### src/rtl/mem_req_arb.sv
// Round-robin arbiter funnelling NUM_REQ memory-request ports into one registered
// request channel with a valid/ready handshake on both sides.
package dcp_pkg;
    typedef logic [4:0]  req_type_t;
    typedef logic [7:0]  mshrid_t;
    typedef logic [39:0] paddr_t;
    typedef logic [2:0]  size_t;
    typedef logic [15:0] homeid_t;
    typedef logic [7:0]  write_mask_t;
    typedef logic [63:0] data_t;
endpackage

module mem_req_arb
    import dcp_pkg::*;
#(
    parameter int NUM_REQ = 4,
    parameter int IDW     = $clog2(NUM_REQ)
) (
    input  logic                 clk,
    input  logic                 rst,
    input  logic [NUM_REQ-1:0]   req_en,
    input  logic [NUM_REQ-1:0]   in_valid,
    output logic [NUM_REQ-1:0]   in_ready,
    input  req_type_t            in_req_type   [NUM_REQ],
    input  mshrid_t              in_mshrid     [NUM_REQ],
    input  paddr_t               in_address    [NUM_REQ],
    input  size_t                in_size       [NUM_REQ],
    input  homeid_t              in_homeid     [NUM_REQ],
    input  write_mask_t          in_write_mask [NUM_REQ],
    input  data_t                in_data_0     [NUM_REQ],
    input  data_t                in_data_1     [NUM_REQ],
    output logic                 out_valid,
    input  logic                 out_ready,
    output req_type_t            out_req_type,
    output mshrid_t              out_mshrid,
    output paddr_t               out_address,
    output size_t                out_size,
    output homeid_t              out_homeid,
    output write_mask_t          out_write_mask,
    output data_t                out_data_0,
    output data_t                out_data_1,
    output logic [IDW-1:0]       out_src_id
);

    typedef struct packed {
        req_type_t   req_type;
        mshrid_t     mshrid;
        paddr_t      address;
        size_t       size;
        homeid_t     homeid;
        write_mask_t write_mask;
        data_t       data_0;
        data_t       data_1;
    } payload_t;

    logic               out_valid_q, out_valid_d;
    logic [IDW-1:0]     src_id_q, src_id_d;
    logic [IDW-1:0]     rr_ptr_q, rr_ptr_d;
    payload_t           payload_q, payload_d;

    logic [NUM_REQ-1:0] eligible;
    logic               reg_free;
    logic               any_eligible;
    logic               grant;
    logic [IDW-1:0]     grant_idx;

    always_comb begin
        reg_free     = !out_valid_q || out_ready;
        eligible     = in_valid & req_en;
        any_eligible = 1'b0;
        grant_idx    = '0;
        // Scan upward from rr_ptr; the candidate index wraps at NUM_REQ,
        // which need not be a power of two.
        for (int k = 0; k < NUM_REQ; k++) begin
            logic [IDW:0] cand;
            cand = {1'b0, rr_ptr_q} + (IDW+1)'(k);
            if (cand >= (IDW+1)'(NUM_REQ)) begin
                cand = cand - (IDW+1)'(NUM_REQ);
            end
            if (!any_eligible && eligible[cand[IDW-1:0]]) begin
                any_eligible = 1'b1;
                grant_idx    = cand[IDW-1:0];
            end
        end
        grant = reg_free && any_eligible && !rst;
    end

    for (genvar gi = 0; gi < NUM_REQ; gi++) begin : g_ready
        assign in_ready[gi] = grant && (grant_idx == IDW'(gi));
    end

    always_comb begin
        out_valid_d = out_valid_q;
        src_id_d    = src_id_q;
        rr_ptr_d    = rr_ptr_q;
        payload_d   = payload_q;
        if (reg_free) begin
            out_valid_d = grant;
        end
        if (grant) begin
            src_id_d  = grant_idx;
            rr_ptr_d  = (grant_idx == IDW'(NUM_REQ - 1)) ? '0 : grant_idx + 1'b1;
            payload_d = '{
                req_type:   in_req_type[grant_idx],
                mshrid:     in_mshrid[grant_idx],
                address:    in_address[grant_idx],
                size:       in_size[grant_idx],
                homeid:     in_homeid[grant_idx],
                write_mask: in_write_mask[grant_idx],
                data_0:     in_data_0[grant_idx],
                data_1:     in_data_1[grant_idx]
            };
        end
    end

    always_ff @(posedge clk or posedge rst) begin
        if (rst) begin
            out_valid_q <= 1'b0;
            src_id_q    <= '0;
            rr_ptr_q    <= '0;
        end else begin
            out_valid_q <= out_valid_d;
            src_id_q    <= src_id_d;
            rr_ptr_q    <= rr_ptr_d;
        end
    end

    // Payload is qualified by out_valid, so it carries no reset.
    always_ff @(posedge clk) begin
        payload_q <= payload_d;
    end

    assign out_valid      = out_valid_q;
    assign out_src_id     = src_id_q;
    assign out_req_type   = payload_q.req_type;
    assign out_mshrid     = payload_q.mshrid;
    assign out_address    = payload_q.address;
    assign out_size       = payload_q.size;
    assign out_homeid     = payload_q.homeid;
    assign out_write_mask = payload_q.write_mask;
    assign out_data_0     = payload_q.data_0;
    assign out_data_1     = payload_q.data_1;

endmodule

### config.mk
export PLATFORM = sky130hd
export DESIGN_NAME = mem_req_arb
export DESIGN_NICKNAME = d
export VERILOG_FILES = /design/src/rtl/mem_req_arb.sv
export SDC_FILE = /design/constraint.sdc
export NUM_CORES = 1
export LEC_CHECK = 0
export ABC_AREA = 1
export CORE_AREA = 4 4 410 412
export CTS_BUF_LIST = sky130_fd_sc_hd__clkbuf_8
export DETAILED_ROUTE_END_ITERATION = 16
export DIE_AREA = 0 0 414 416
export SLEW_MARGIN = 40
export SYNTH_ARGS = -nofsm -noshare
export SYNTH_HDL_FRONTEND = slang
export SYNTH_SLANG_ARGS = --single-unit
### constraint.sdc
create_clock -name clk -period 26.8 [get_ports clk]
set_clock_uncertainty 0.1 [all_clocks]
set_input_delay 5.36 -clock clk [delete_from_list [all_inputs] [get_ports clk]]
set_output_delay 5.36 -clock clk [all_outputs]
set_load 0.005 [all_outputs]
== Word level (Yosys, flattened, before mapping) ==
Index checks and enable logic that the tools add are counted.

* Equal/unequal tests: 3
* Muxes and demuxes: 45
* Bitwise gates (word level): 2
* Reduce and logical (&&, ||, !) cells: 16
* Magnitude comparators: 9
* Add/sub/neg operators: 8

{| class="wikitable"
|+ Operators by type and width
! operator !! count
|-
| $bmux W64 S2 || 2
|-
| $mux W64 || 4
|-
| $bmux W40 S2 || 1
|-
| $mux W40 || 2
|-
| $bmux W16 S2 || 1
|-
| $bmux W8 S2 || 2
|-
| $mux W16 || 2
|-
| $mux W8 || 4
|-
| $mux W2 || 9
|-
| $ge A3 B3 Y1 const B || 4
|-
| $lt A2 B3 Y1 const B || 4
|-
| $bmux W5 S2 || 1
|-
| $mux W5 || 2
|-
| $logic_and A1 B1 Y1 || 9
|-
| $bmux W1 S2 || 4
|-
| $mux W1 || 8
|-
| $sub A2 B1 Y2 const B || 4
|-
| $add A2 B2 Y3 const B || 2
|-
| $bmux W3 S2 || 1
|-
| $mux W3 || 2
|-
| $logic_not A1 Y1 || 5
|-
| $and A4 B4 Y4 || 1
|-
| $eq A2 B2 Y1 const B || 2
|-
| $add A2 B1 Y3 const B || 1
|-
| 6 further kinds || 6
|}

* Output and inout port bits: 215
* Logic and storage cells: 94
* Register bits: 213

== Longest topological paths before layout ==
* Word-level depth: 18
* Depth in mapped cells: 15
* Depth with buffers taken out: 12

== Worst setup path after synthesis ==
OpenSTA, ideal clock, no wires.

* Path type: in2out
* From: in in_valid[2]
* To: out in_ready[0]
* Arrival: 16347 ps
* Data required time: 21340 ps
* Path slack: 4993 ps
* Stages on the path: 10
* Path buffers: 0
* Path through: nand2_1 nand2_1 nand2_1 nand2_1 nand2_2 nand4_1 nand2_1 nor2_1 inv_1 nor3_1

* Longest elaborated chain between the ends: 16

{| class="wikitable"
|+ RTL lines
! item !! RTL line !! text
|-
| from (decl) || 22 || <nowiki>input logic [NUM_REQ-1:0] in_valid,</nowiki>
|-
| $and A4 B4 Y4 * || 69 || <nowiki>eligible = in_valid & req_en;</nowiki>
|-
| $bmux W1 S2 || 80 || <nowiki>if (!any_eligible && eligible[cand[IDW-1:0]]) begin</nowiki>
|-
| $mux W1 (not written as such) || 80 ||
|-
| $mux W1 || 80 ||
|-
| $logic_not A1 Y1 || 80 ||
|-
| $logic_and A1 B1 Y1 || 80 ||
|-
| $mux W1 || 80 ||
|-
| $logic_not A1 Y1 || 80 ||
|-
| $logic_and A1 B1 Y1 || 80 ||
|-
| $mux W1 || 80 ||
|-
| $logic_not A1 Y1 || 80 ||
|-
| $logic_and A1 B1 Y1 || 80 ||
|-
| $mux W1 * || 80 ||
|-
| $logic_and A1 B1 Y1 * (2 in a row) || 85 || <nowiki>grant = reg_free && any_eligible && !rst;</nowiki>
|-
| via grant || 64 || <nowiki>logic grant;</nowiki>
|-
| $logic_and A1 B1 Y1 * || 89 || <nowiki>assign in_ready[gi] = grant && (grant_idx == IDW'(gi));</nowiki>
|-
| to (decl) || 23 || <nowiki>output logic [NUM_REQ-1:0] in_ready,</nowiki>
|}

Mark *: on every way through the listed nets, which the timed path passes. The rest lies on a longest branch. The select of a mux whose other input is x is not followed.

== Final worst setup path ==
* From: in req_en[3]
* To: out in_ready[2]

* Longest elaborated chain between the ends: 16

{| class="wikitable"
|+ RTL lines
! item !! RTL line !! text
|-
| from (decl) || 21 || <nowiki>input logic [NUM_REQ-1:0] req_en,</nowiki>
|-
| $and A4 B4 Y4 * || 69 ||
|-
| $bmux W1 S2 || 80 ||
|-
| $mux W1 (not written as such) || 80 ||
|-
| $mux W1 || 80 ||
|-
| $logic_not A1 Y1 || 80 ||
|-
| $logic_and A1 B1 Y1 || 80 ||
|-
| $mux W1 || 80 ||
|-
| $logic_not A1 Y1 || 80 ||
|-
| $logic_and A1 B1 Y1 || 80 ||
|-
| $mux W1 || 80 ||
|-
| $logic_not A1 Y1 || 80 ||
|-
| $logic_and A1 B1 Y1 || 80 ||
|-
| $mux W1 || 80 ||
|-
| $logic_and A1 B1 Y1 (2 in a row) || 85 ||
|-
| $logic_and A1 B1 Y1 * || 89 ||
|}

Mark *: on every way between the ends. The rest lies on a longest branch, timed or not. The select of a mux whose other input is x is not followed.

==> results.md <==
- Status: complete, no violations
- Startpoint type of the worst setup path: input pin
- Insertion delay of the later-clocked pin in the worst-skew pair: approximately 0.66 ns
- Area of the mapped netlist: about 0.016 mm^2
- Total die area: ~0.17 mm^2
- Aggregate global-route resource usage: 13.9%
- Clk buf depth: 3
- RSZ-0062 raised after global routing: false
- Total buffers and inverters traversed by the critical path: 3
- Area occupied by registers: around 0.0064 mm^2
- Resized cells post-CTS: 0
- Top cell family by delay on the critical path: simple AND/OR/NAND/NOR gates
- Async set-or-reset flop fraction in the synthesized netlist: under 10%
- Number of detailed-routing iterations run before antenna repair: 7
- Post-synthesis net count: 3196
- Final antenna-violating net count: 0
- Final design instance area without fill: ~0.029 mm^2
- First-pass GRT wire length: 167000 um
- Power per standard cell area: about 130 mW/mm^2
- Largest net degree at the start of global routing: 170
- Hold-fix buffers, CTS: 0
- Vias in the first global route: 19600
- Die H: 416 um
- Die span in x: 414 um
- Row cnt: roughly 150
- Total setup buffers inserted after CTS: 0
- Type of the worst min-delay path: flop to flop
- Clock group share of total power: a little over a tenth
- Hold violation total from the final report: 0
- Post-layout net count: around 4100
- Sinks on Clock Net: ~210
- Library cell with the highest instance count after synthesis: sky130_fd_sc_hd__nand2_1
- Worst slew slack as a fraction of its limit: a little over a third
- Switching component of the power: between 0.002 and 0.0025 W
- Commonest cells in the synthesized netlist: 1487 x sky130_fd_sc_hd__nand2_1, 367 x sky130_fd_sc_hd__nand3_1, 208 x sky130_fd_sc_hd__edfxtp_1
- Actual slew at the worst max-slew pin: 0.953 ns
- Area delta synth->final: 83.6%
- Top_reg_cell synth: sky130_fd_sc_hd__edfxtp_1
- Count of buffers from port buffering: between 1000 and 1500
- Count of endpoints failing setup in the final report: 0
- Filler Cell Count: approximately 19000
- Top area cells in the synthesized netlist: sky130_fd_sc_hd__edfxtp_1 39%, sky130_fd_sc_hd__nand2_1 35%, sky130_fd_sc_hd__nand3_1 12%
- Vias per Instance: about 3.6
- Area share of the largest cell type after synthesis: 39.2%
- CTS tree: built
- Area of the multi-input gates: roughly 0.0083 mm^2
- Synthesized area per cell: just under 7 um^2
- Synth Register Bits: 213
- Max Fclk: between 70 and 80 MHz
- Gr ovfl total: 0
- Critical Path Slowest Stage Cell: sky130_fd_sc_hd__nand2_8
- Data required time of the worst path: approximately 21 ns
- Detailed router's first-iteration violation count: between 1500 and 2000
- Number of buffers created by CTS: 50
- Endpoint class of the critical path: primary output
- Reg2Reg Depth: 13
- Depth of the worst hold-timing path: 2
- Total core area: between 0.15 and 0.2 mm^2
- Worst IR Drop VDD: roughly 0.10 mV
- Share of layout cells above drive strength 1: between 5 and 6%
- Weighted congestion reported at the end of routability-driven placement: approximately 0.95
- Switching portion of total power: between 50 and 60%
- H-tree depth reported by CTS: 2
- Number of enable-type register cells in the synthesized netlist: roughly 210
- Sequential Power Share: between 10% and 20%
- Total number of vias: 19900
- Clock edge transition at the registers on the reported setup and hold paths: approximately 0.050 ns
- Post-Syn Instances: roughly 2400
- Relative contribution of combinational cells to total power: between 60% and 70%
- Leakage component of the power: 12.6 nW
- Data arrival time at the worst-slack endpoint: 8.49 ns
- Cell Chain, Critical Path: clkdlybuf4s50_1 > nand3_2 > nand3_1 > a21oi_1 > nand2_8 > nand2_8 > nand3_1 > inv_1 > clkdlybuf4s50_1
- CP Class: input pin to primary output
- Detailed-route DRC error count: 0
- Clk root buf: sky130_fd_sc_hd__clkbuf_8
- Average detailed-routed wire length per instance: 22.9 um
- Initial Utilization: 9.70%
- Most area-hungry cell type in the Yosys netlist: sky130_fd_sc_hd__edfxtp_1
- Detailed placer's ending HPWL: around 100000 um
- WL final: ~130000 um
- Antenna violations before repair: 36
- Max-slew violation count: 0
- Cell variety after synth: 24
- Sequential share of the synthesized area: around 40%
- Cell-internal power: ~0.0018 W
- Maximum fanout along the worst path: between 100 and 150
- Synth warn: 0
- Total placed instance area: around 0.028 mm^2
- Fin crit period: around 14 ns
- Number of cells on the critical path: 9
- Delay of the slowest cell on the worst path: 0.65 ns
- Share of the clock period used by the worst path after layout: around 52%
- I/O pin count: 1058
- Max-cap viol count: 0
- Setup TNS: 0 ns
==> registers in the layout, summed over array words and instances, names as in the netlist, 2 cells and up <==
| name | count |
|---|---|
| out_data_0 | 64 |
| out_data_1 | 64 |
| out_address | 40 |
| out_homeid | 16 |
| out_mshrid | 8 |
| out_write_mask | 8 |
| out_req_type | 5 |
| out_size | 3 |
| out_src_id | 2 |
| rr_ptr_q | 2 |
==> layout make-up <==
cell class	instances	share of cell area [%]
diodes	13	0.111
flip-flops and latches	213	21.8
clock buffers	51	2.40
multi-input cells	1945	28.2
clock inverters	36	0.863
repair buffers	1082	37.1
inverters	10	0.179
well taps	2189	9.36
==> through the flow <==
step / std cells / hold slack (ns) / setup slack (ns) / total power [W] / util, %
2_1_floorplan: 2353 / 0.376 / 4.99 / 0.00231 / -
3_3_place_gp: 5438 / 0.479 / 12.79 / 0.00355 / 17.2
3_5_place_dp: 5438 / 0.473 / 12.85 / 0.00356 / 17.2
4_1_cts: 5525 / 0.481 / 12.83 / 0.00400 / 17.8
5_1_grt: 5530 / 0.537 / 12.59 / 0.00424 / 17.8
6_report: 5539 / 0.469 / 12.85 / 0.00389 / 17.8
==> cell usage in the layout (no fill, tap or decap), drive strengths merged, types with 5 or more instances in the layout <==
cell type	count
inv	28
dfrtp	5
nand3	431
edfxtp	208
o21ai	6
clkinv	12
nand2	1495
diode	13
clkdlybuf4s50	1057
buf	25
clkbuf	51
==> worst min-delay path, delay by kind of cell, from the launching register on <==
kind | cells | cell delay [ns]
flip-flops | 1 | 0.38
AO/OA/AOI/OAI | 1 | 0.08
buffers and inverters | 1 | 0.07
==> per-layer routing <==
metal  wire length, um  part of all wire (%)  track usage [%]
met1             53500                    42             17.6
met2             59600                    47             23.1
met3             10600                   8.3             4.12
met4              3300                   2.6             3.59
met5                83                 0.065                0
==> logic make-up (layout without fill, tap and decap cells) <==
family	count (synthesis)	count (layout)	synth area share [%]
other	0	13	0
buffers and inverters	195	1179	8.59
DFF	213	213	39.9
and+or+nand+nor	1935	1935	51.1
AOI/OAI and AO/OA	10	10	0.337
==> power by group through the flow <==
stage               combinational (W)  clock [W]  sequential, W
finish                        0.00271   0.000406       0.000775
global route                  0.00300   0.000448       0.000792
CTS                           0.00278   0.000439       0.000782
detailed placement            0.00277          0       0.000788
global placement              0.00277          0       0.000783
floorplan                     0.00152          0       0.000793
==> worst paths after layout <==
path	slack, ns	from	endpoint
max	12.85	req_en[3]	in_ready[2]
min	0.47	out_valid	out_valid
max reg2reg	21.21	rr_ptr_q[0]	out_data_0[9]
min reg2reg	0.47	out_valid	out_valid
max in group asynchronous	21.58	rst	out_src_id[0]
min in group asynchronous	4.82	rst	out_valid
(Power assumes the default switching activity.)
